--- src/rtl/issue_queue_pkg.sv ---
// ============================================================================
// issue_queue_pkg
// Shared helpers for the out-of-order issue queue: wide ID type and the
// modular age comparison used by oldest-first selection and flush kill.
// Rev 1.0 - initial release
// ============================================================================
`default_nettype none

package issue_queue_pkg;

  // IDs of any configured width are zero-extended into this type before
  // comparison so one function serves every ID_W up to 32.
  localparam int unsigned IQ_ID_MAX_W = 32;

  typedef logic [IQ_ID_MAX_W-1:0] iq_id_wide_t;

  // a is older than b when the top bit (of an id_w-bit field) of a-b is set.
  // The low id_w bits of a 32-bit subtraction equal the id_w-bit modular
  // difference, so extending the operands does not change the answer.
  function automatic logic id_older(input iq_id_wide_t a,
                                    input iq_id_wide_t b,
                                    input int unsigned id_w);
    iq_id_wide_t diff;
    iq_id_wide_t shifted;
    diff    = a - b;
    shifted = diff >> (id_w - 1);
    return shifted[0];
  endfunction

endpackage

`default_nettype wire

--- src/rtl/issue_queue_age_select.sv ---
// ============================================================================
// iq_age_select
// Combinational grant logic for the issue queue. With
// ISSUE_QUEUE_AGE_SELECT_EN defined the oldest selectable entry wins (modular
// ID age); otherwise a fixed priority encoder grants the lowest index.
// Rev 1.0 - initial release
// ============================================================================
`default_nettype none

module iq_age_select
  import issue_queue_pkg::*;
#(
  parameter int unsigned DEPTH = 16,
  parameter int unsigned ID_W  = 8
) (
  input  logic [DEPTH-1:0]      sel_mask_i,
  input  logic [DEPTH*ID_W-1:0] ids_i,
  output logic [DEPTH-1:0]      grant_o,
  output logic                  any_o
);

  assign any_o = |sel_mask_i;

`ifdef ISSUE_QUEUE_AGE_SELECT_EN
  // Entry i is granted when it beats every other selectable entry. Equal IDs
  // never coexist in practice; if they did, the lower index wins so the
  // grant stays one-hot.
  for (genvar gi = 0; gi < DEPTH; gi++) begin : g_grant
    logic [DEPTH-1:0] w_beats;
    for (genvar gj = 0; gj < DEPTH; gj++) begin : g_cmp
      if (gi == gj) begin : g_self
        assign w_beats[gj] = 1'b1;
      end else if (gj < gi) begin : g_lower
        assign w_beats[gj] = !sel_mask_i[gj] ||
                             id_older(iq_id_wide_t'(ids_i[gi*ID_W +: ID_W]),
                                      iq_id_wide_t'(ids_i[gj*ID_W +: ID_W]), ID_W);
      end else begin : g_higher
        assign w_beats[gj] = !sel_mask_i[gj] ||
                             !id_older(iq_id_wide_t'(ids_i[gj*ID_W +: ID_W]),
                                       iq_id_wide_t'(ids_i[gi*ID_W +: ID_W]), ID_W);
      end
    end
    assign grant_o[gi] = sel_mask_i[gi] && (&w_beats);
  end
`else
  // IDs are irrelevant to the fixed-priority grant.
  logic w_unused_ids;
  assign w_unused_ids = ^ids_i;

  // Isolate the lowest set bit of the selectable mask.
  assign grant_o = sel_mask_i & (~sel_mask_i + {{(DEPTH-1){1'b0}}, 1'b1});
`endif

endmodule

`default_nettype wire

--- src/rtl/issue_queue.sv ---
// ============================================================================
// issue_queue
// Out-of-order issue queue: holds up to DEPTH renamed instructions, tracks
// source readiness via wakeup broadcasts, issues one selectable entry per
// cycle into a registered valid/ready output and kills younger entries on a
// mispredict flush.
// Optional macro: ISSUE_QUEUE_AGE_SELECT_EN (oldest-first select; default is
// lowest-index priority select).
// Rev 1.0 - initial release
// ============================================================================
`default_nettype none

module issue_queue
  import issue_queue_pkg::*;
#(
  parameter int unsigned DEPTH      = 16,
  parameter int unsigned PREG_W     = 6,
  parameter int unsigned ID_W       = 8,
  parameter int unsigned WAKE_PORTS = 2,
  parameter int unsigned PAYLOAD_W  = 64
) (
  input  logic                         clk,
  input  logic                         rst,
  input  logic                         disp_valid,
  output logic                         disp_ready,
  input  logic [ID_W-1:0]              disp_id,
  input  logic [PAYLOAD_W-1:0]         disp_payload,
  input  logic                         disp_uses_rs,
  input  logic                         disp_uses_rt,
  input  logic [PREG_W-1:0]            disp_rs,
  input  logic [PREG_W-1:0]            disp_rt,
  input  logic                         disp_rs_rdy,
  input  logic                         disp_rt_rdy,
  input  logic [WAKE_PORTS-1:0]        wake_valid,
  input  logic [WAKE_PORTS*PREG_W-1:0] wake_preg,
  input  logic                         flush,
  input  logic [ID_W-1:0]              flush_id,
  output logic                         iss_valid,
  input  logic                         iss_ready,
  output logic [ID_W-1:0]              iss_id,
  output logic [PAYLOAD_W-1:0]         iss_payload,
  output logic [$clog2(DEPTH):0]       count
);

  localparam int unsigned CNT_W = $clog2(DEPTH) + 1;

  typedef struct packed {
    logic                 valid;
    logic [ID_W-1:0]      id;
    logic [PAYLOAD_W-1:0] payload;
    logic                 rs_used;
    logic [PREG_W-1:0]    rs_tag;
    logic                 rs_rdy;
    logic                 rt_used;
    logic [PREG_W-1:0]    rt_tag;
    logic                 rt_rdy;
  } iq_entry_t;

  iq_entry_t [DEPTH-1:0] ent_q, ent_d;
  logic                  iss_valid_q, iss_valid_d;
  logic [ID_W-1:0]       iss_id_q, iss_id_d;
  logic [PAYLOAD_W-1:0]  iss_payload_q, iss_payload_d;
  logic [CNT_W-1:0]      count_q, count_d;

  logic [DEPTH-1:0]      w_valid;
  logic [DEPTH-1:0]      w_selectable;
  logic [DEPTH-1:0]      w_grant;
  logic [DEPTH-1:0]      w_free_1h;
  logic [DEPTH-1:0]      w_kill;
  logic [DEPTH*ID_W-1:0] w_ids;
  logic                  w_any;
  logic                  w_disp_fire;
  logic                  w_load;
  logic                  w_drop;
  logic [ID_W-1:0]       w_sel_id;
  logic [PAYLOAD_W-1:0]  w_sel_payload;

  // True when any active wake port broadcasts this tag.
  function automatic logic wake_hit(input logic [PREG_W-1:0]            tag,
                                    input logic [WAKE_PORTS-1:0]        vld,
                                    input logic [WAKE_PORTS*PREG_W-1:0] pregs);
    logic hit;
    hit = 1'b0;
    for (int k = 0; k < int'(WAKE_PORTS); k++) begin
      hit = hit | (vld[k] && (pregs[k*PREG_W +: PREG_W] == tag));
    end
    return hit;
  endfunction

  // An ID is killed when it is strictly younger than the flush point.
  function automatic logic younger_than(input logic [ID_W-1:0] id,
                                        input logic [ID_W-1:0] fid);
    return id_older(iq_id_wide_t'(fid), iq_id_wide_t'(id), ID_W);
  endfunction

  assign disp_ready  = (count_q < CNT_W'(DEPTH)) && !flush;
  assign w_disp_fire = disp_valid && disp_ready;
  assign w_load      = !iss_valid_q || iss_ready;
  assign w_free_1h   = ~w_valid & (w_valid + {{(DEPTH-1){1'b0}}, 1'b1});

  // Per-entry status vectors feeding select, flush kill and slot allocation.
  always_comb begin
    w_valid      = '0;
    w_selectable = '0;
    w_kill       = '0;
    w_ids        = '0;
    for (int i = 0; i < int'(DEPTH); i++) begin
      w_valid[i]              = ent_q[i].valid;
      w_selectable[i]         = ent_q[i].valid &&
                                (ent_q[i].rs_rdy || !ent_q[i].rs_used) &&
                                (ent_q[i].rt_rdy || !ent_q[i].rt_used);
      w_kill[i]               = flush && younger_than(ent_q[i].id, flush_id);
      w_ids[i*ID_W +: ID_W]   = ent_q[i].id;
    end
  end

  iq_age_select #(
    .DEPTH (DEPTH),
    .ID_W  (ID_W)
  ) u_select (
    .sel_mask_i (w_selectable),
    .ids_i      (w_ids),
    .grant_o    (w_grant),
    .any_o      (w_any)
  );

  // One-hot mux of the granted entry's ID and payload.
  always_comb begin
    w_sel_id      = '0;
    w_sel_payload = '0;
    for (int i = 0; i < int'(DEPTH); i++) begin
      w_sel_id      = w_sel_id | ({ID_W{w_grant[i]}} & ent_q[i].id);
      w_sel_payload = w_sel_payload | ({PAYLOAD_W{w_grant[i]}} & ent_q[i].payload);
    end
  end

  assign w_drop = flush && younger_than(w_sel_id, flush_id);

  // Entry array next state: wakeup, free on issue, flush kill, dispatch write.
  always_comb begin
    ent_d = ent_q;
    for (int i = 0; i < int'(DEPTH); i++) begin
      if (ent_q[i].valid) begin
        if (ent_q[i].rs_used && wake_hit(ent_q[i].rs_tag, wake_valid, wake_preg)) begin
          ent_d[i].rs_rdy = 1'b1;
        end
        if (ent_q[i].rt_used && wake_hit(ent_q[i].rt_tag, wake_valid, wake_preg)) begin
          ent_d[i].rt_rdy = 1'b1;
        end
      end
      if ((w_load && w_grant[i]) || w_kill[i]) begin
        ent_d[i].valid = 1'b0;
      end
      if (w_disp_fire && w_free_1h[i]) begin
        ent_d[i].valid   = 1'b1;
        ent_d[i].id      = disp_id;
        ent_d[i].payload = disp_payload;
        ent_d[i].rs_used = disp_uses_rs;
        ent_d[i].rs_tag  = disp_rs;
        ent_d[i].rs_rdy  = !disp_uses_rs || disp_rs_rdy ||
                           wake_hit(disp_rs, wake_valid, wake_preg);
        ent_d[i].rt_used = disp_uses_rt;
        ent_d[i].rt_tag  = disp_rt;
        ent_d[i].rt_rdy  = !disp_uses_rt || disp_rt_rdy ||
                           wake_hit(disp_rt, wake_valid, wake_preg);
      end
    end
  end

  // Issue register next state; a selected entry younger than the flush point
  // is freed but never presented.
  always_comb begin
    iss_valid_d   = iss_valid_q;
    iss_id_d      = iss_id_q;
    iss_payload_d = iss_payload_q;
    if (w_load) begin
      iss_valid_d = w_any && !w_drop;
      if (w_any) begin
        iss_id_d      = w_sel_id;
        iss_payload_d = w_sel_payload;
      end
    end else if (flush && younger_than(iss_id_q, flush_id)) begin
      iss_valid_d = 1'b0;
    end
  end

  // Occupancy is the population count of the next entry array.
  always_comb begin
    count_d = '0;
    for (int i = 0; i < int'(DEPTH); i++) begin
      count_d = count_d + CNT_W'(ent_d[i].valid);
    end
  end

  // State registers; reset discards every entry immediately.
  always_ff @(posedge clk or posedge rst) begin
    if (rst) begin
      ent_q         <= '0;
      iss_valid_q   <= 1'b0;
      iss_id_q      <= '0;
      iss_payload_q <= '0;
      count_q       <= '0;
    end else begin
      ent_q         <= ent_d;
      iss_valid_q   <= iss_valid_d;
      iss_id_q      <= iss_id_d;
      iss_payload_q <= iss_payload_d;
      count_q       <= count_d;
    end
  end

  assign iss_valid   = iss_valid_q;
  assign iss_id      = iss_id_q;
  assign iss_payload = iss_payload_q;
  assign count       = count_q;

endmodule

`default_nettype wire

--- config.mk ---
export PLATFORM = sky130hd
export DESIGN_NAME = issue_queue
export DESIGN_NICKNAME = d
export VERILOG_FILES = /design/src/rtl/issue_queue_pkg.sv /design/src/rtl/issue_queue_age_select.sv /design/src/rtl/issue_queue.sv
export SDC_FILE = /design/constraint.sdc
export NUM_CORES = 2
export LEC_CHECK = 0
export CAP_MARGIN = 40
export CORE_MARGIN = 5
export CORE_UTILIZATION = 35
export DETAILED_ROUTE_END_ITERATION = 10
export PLACE_DENSITY = 0.58
export SYNTH_ARGS = -nofsm -noshare
export SYNTH_HDL_FRONTEND = slang
export SYNTH_SLANG_ARGS = --single-unit
--- constraint.sdc ---
create_clock -name clk -period 84.8 [get_ports clk]
set_clock_uncertainty 0.05 [all_clocks]
set_input_delay 12.72 -clock clk [delete_from_list [all_inputs] [get_ports clk]]
set_output_delay 12.72 -clock clk [all_outputs]
set_load 0.02 [all_outputs]
# Yosys cells after proc, flatten, opt, wreduce, memory -nomap -nowiden
# Index checks and enable logic that the tools add are counted.
totals:
  reg_bits: 1502
  wordCells: 808
classes:
  eq_ne: 68
  reduce_logical: 358
  add_sub_neg: 35
  bitwise: 100
  n_mux: 98
  n_lt_le_gt_ge: 1
ops:
  columns: ["op", "count"]
  rows:
  - ["89-bit two-way mux", 16]
  - ["64-bit AND", 16]
  - ["64-bit OR", 15]
  - ["6-bit == test", 68]
  - ["1-bit logical AND", 185]
  - ["8-bit subtractor", 18]
  - ["8-bit AND", 16]
  - ["8-bit OR", 15]
  - ["2-bit nonzero test", 49]
  - ["1-bit two-way mux", 82]
  - ["2-bit AND reduction", 33]
  - ["5-bit by 1-bit adder with 5-bit output", 11]
  - ["1-bit logical OR", 53]
  - ["1-bit zero test", 37]
  - ["1-bit OR", 34]
  - ["16-bit by 1-bit adder with 16-bit output (second input constant)", 2]
  - ["16-bit AND", 2]
  - ["16-bit inverter", 2]
  - ["16-bit OR reduction", 1]
  - ["4-bit by 1-bit adder with 5-bit output", 1]
  - ["5-bit less-than comparator (second input constant)", 1]
  - ["3-bit by 1-bit adder with 4-bit output", 1]
  - ["2-bit by 1-bit adder with 3-bit output", 1]
  - ["1-bit by 1-bit adder with 2-bit output", 1]

# Longest topological paths before layout
logic_depth:
  ltp_word: 28
  depth_mapped: 23

# Hierarchy
# From an unflattened synthesis, not the netlist that was laid out.
unflattened:
  cells_unflattened: 6346
  area_unflattened_um2: 70869.2
modules_own_cells:
  columns: ["mod", "instances", "seq_area_each_um2", "cells_each", "area_each_um2"]
  rows:
  - ["issue_queue", 1, 37586.0, 6312, 70630.2]
  - ["iq_age_select", 1, 0.0, 34, 239.0]

# Worst setup path before layout
# OpenSTA, ideal clock, no wires.
synth_path:
  path_type: "in2out"
  start: "in flush"
  end: "out disp_ready"
  n_path_buf: 1
  slack_ns: 58.840
  arrival_time_ns: 13.190
  path_stages: 2
  required_time_ns: 72.030
  cell_sequence: "buf_2 > nor2_1"
synth_between:
  elab_chain_cells: 2
synth_rtl:
  columns: ["item", "line", "rtl"]
  rows:
  - ["start, declared", "issue_queue.sv:36", "input logic flush,"]
  - ["1-bit zero test", "issue_queue.sv:96", "assign disp_ready = (count_q < CNT_W'(DEPTH)) && !flush;"]
  - ["1-bit logical AND", "issue_queue.sv:96", null]
  - ["end, declared", "issue_queue.sv:25", "output logic disp_ready,"]
# No other way between the ends.

# Worst setup path after layout
# Same ends and word-level chain as after synthesis.

==> results.toml <==
[logic_synthesis]
post_synth_instance_area_mm2 = 0.0711
post_synth_inst_count = 6171
yosysUniqueCellTypes = 73
seq_area_frac_synth_pct = 52.9
async_reset_ff_share_pct = 100
yosys_warnings = 0
number_of_synthesized_flops_with_an_enable_pin = 0
postSynthNetCount = 6409
ys_seq_elements = 1502
syn-mean-instance-area_um2 = 11.5
postSynth.topFlopCell = "sky130_fd_sc_hd__dfrtp_1"

[detailed_routing]
drt_pre_antenna_iters = 7
wl_per_cell_um = 25.1
drtAntennaViolNets = 0
detail_route.drc_violations = 0
drtIter0Drc = 4319
finalWirelength_mm = 226
dr_total_vias = 50000
via_per_inst = 5.56

[worst_setup_path]
worst_path_fanout_max = 26
critical_path_arrival_ns = 14.19
r2r_setup_slack_ns = 78.33
required_ns = 72.03
critical_path.endpoint_type = "output port"
register_to_register_path_depth = 19
criticalPathCategory = "input pin to output port"
setup.worst_path.start_class = "input pin"

[finish]
finalCoreUtilization_pct = 40.6
design.final.nets = 6416
mostFrequentLayoutCells = "1,502 x sky130_fd_sc_hd__dfrtp_1, 1,062 x sky130_fd_sc_hd__mux2_2, 894 x sky130_fd_sc_hd__nand2_1"
drive_above_1_share_pct = 24.7
final_cell_count_without_fillers = 8995
filler_cell_count = 19000
multi_input_comb_area_mm2 = 0.0311
final-seq-area_mm2 = 0.0376
area_growth_syn_to_layout_pct = 15.4
final_common_cell = "sky130_fd_sc_hd__dfrtp_1"

[sta]
grt_setup_unrepaired = "false"
post-route-period-util_pct = 31.8
setup_viol = 0
worst_margin_pin_slew_ns = 1.01
hold_violation_count_in_the_final_report = 0
fmaxAchievable_mhz = 37.1
slew_violations = 0
worst_slew_slack_as_a_fraction_of_its_limit_pct = 31.8
period_needed_ns = 26.96
final.setup.tns_ns = 0

[run]
maxCapViolCount = 0

[floorplanning]
full_die_area_mm2 = 0.212
design.core.area_mm2 = 0.202
die_h_um = 461
die_w_um = 461
pin_count = 194
rows = 165
initial_core_util_pct = 35.2

[global_route]
grt_pass1_wl_mm = 339
grt_start_max_net_pins = 95
grt_pass1_vias = 51100
antenna_found_initial = 29
globalRouteTotalUtil_pct = 21.0
globalRoute.totalOverflow = 0

[power_and_ir_drop]
ir_worst_vdd_uv = 16.4
total_power_mw = 1.99
total_leakage_power_nw = 39.1
areal_power_density_over_the_cells_mw_per_mm2 = 24.2

[placed_design]
buffer_ports.inserted = 193
place_hpwl_mm = 130
place.gp.congestion = 0.810
dpl.cell_count = 8681

[cts]
clockBufferDepth = 3
clkSinkCount = 1502
cts_root_buffer = "sky130_fd_sc_hd__clkbuf_16"
worst_setup_hold_path_clk_slew_ns = 0.05
numCtsBuffers = 167
htree_num_levels = 4
number_of_cells_upsized_or_downsized_after_cts = 0
cts_setup_buffers = 0
clk_latency_ns = 0.82
holdBufCountCts = 0
cts_tree = "yes"

[worst_hold_path]
min_delay_path_depth = 2
type_of_the_tightest_min_delay_check = "register to register"

[status]
result_of_the_run = "finished clean"
## final timing paths
| path | from | endpoint |
|---|---|---|
| worst min-delay path | ent_q[1360] | ent_q[1360] |
| worst max-delay path | flush | disp_ready |
| min in group asynchronous | rst | ent_q[188] |
| max in group asynchronous | rst | ent_q[1204] |
| worst max register to register | ent_q[364] | count[4] |
| worst min register to register | ent_q[1360] | ent_q[1360] |
## worst max-delay path: stages
cell and delay (ns):
sky130_fd_sc_hd__clkdlybuf4s50_1 0.40, sky130_fd_sc_hd__buf_4 0.23, sky130_fd_sc_hd__nor2_1 0.20, sky130_fd_sc_hd__clkdlybuf4s50_1 0.63
## metrics by stage
step / cell area (µm²) / worst slack (ns) / hold slack, ns
after floorplan: 71100 / 29.66 / 0.388
after CTS: 82000 / 57.82 / 0.418
final: 82000 / 57.84 / 0.412
after global routing: 82000 / 57.75 / 0.435
after detailed placement: 76400 / 57.84 / 0.405
after global placement: 75400 / 57.84 / 0.399
## Yosys cell counts, types with 88 or more instances
cell                       instances  area share, %
sky130_fd_sc_hd__xnor2_1         268            3.3
sky130_fd_sc_hd__o21ai_0         159            1.1
sky130_fd_sc_hd__ha_1            113            2.0
sky130_fd_sc_hd__dfrtp_1        1502             53
sky130_fd_sc_hd__nand4_1         138            1.2
sky130_fd_sc_hd__xor2_1          173            2.1
sky130_fd_sc_hd__mux2_2         1062             17
sky130_fd_sc_hd__nor2_1          176           0.93
sky130_fd_sc_hd__clkbuf_1        424            2.2
sky130_fd_sc_hd__a22oi_1         139            1.5
sky130_fd_sc_hd__a21o_1           88           0.93
sky130_fd_sc_hd__a221o_1         131            1.8
sky130_fd_sc_hd__inv_1           137           0.72
sky130_fd_sc_hd__nand2_1         894            4.7
sky130_fd_sc_hd__a21oi_1         146            1.0
## metal layers
metal / track usage, % / vias to the layer above / part of all wire [%]
li1: - / 22000 / -
met1: 28.9 / 26200 / 44
met2: 34.0 / 1450 / 47
met3: 3.80 / 315 / 6.3
met4: 6.08 / 8 / 2.8
met5: 0 / - / 0.023
## area by class of cell
cell class | count | share of cell area [%]
clock buffer | 257 | 6.22
tap | 2672 | 4.07
multi-input combinational | 4012 | 37.9
inverter | 138 | 0.640
sequential | 1502 | 45.8
antenna | 13 | 0.0396
timing repair buffer | 357 | 4.66
clock inverter | 44 | 0.637
## flip-flops by register name, summed over array words and instances, names as in the netlist
| signal | count |
|---|---|
| iss_id | 8 |
| iss_payload | 64 |
| count | 5 |
| ent_q | 1424 |
| iss_valid | 1 |
## report_power, final
group / internal [mW] / switching, mW
registers: 0.799 / 0.0587
logic: 0.175 / 0.219
clock network: 0.426 / 0.308
total: 1.40 / 0.586
## kinds of logic after synthesis
| family | after synthesis | share of synthesized area [%] |
|---|---|---|
| AO/OA/AOI/OAI | 978 | 10.1 |
| XOR/XNOR | 441 | 5.43 |
| flip-flops | 1502 | 52.9 |
| AND/OR/NAND/NOR | 1387 | 8.56 |
| buffers and inverters | 657 | 3.66 |
| adder cells (fa/ha/maj) | 123 | 2.27 |
| multiplexers | 1083 | 17.1 |
No activity file was read; power rests on OpenSTA's default activity.
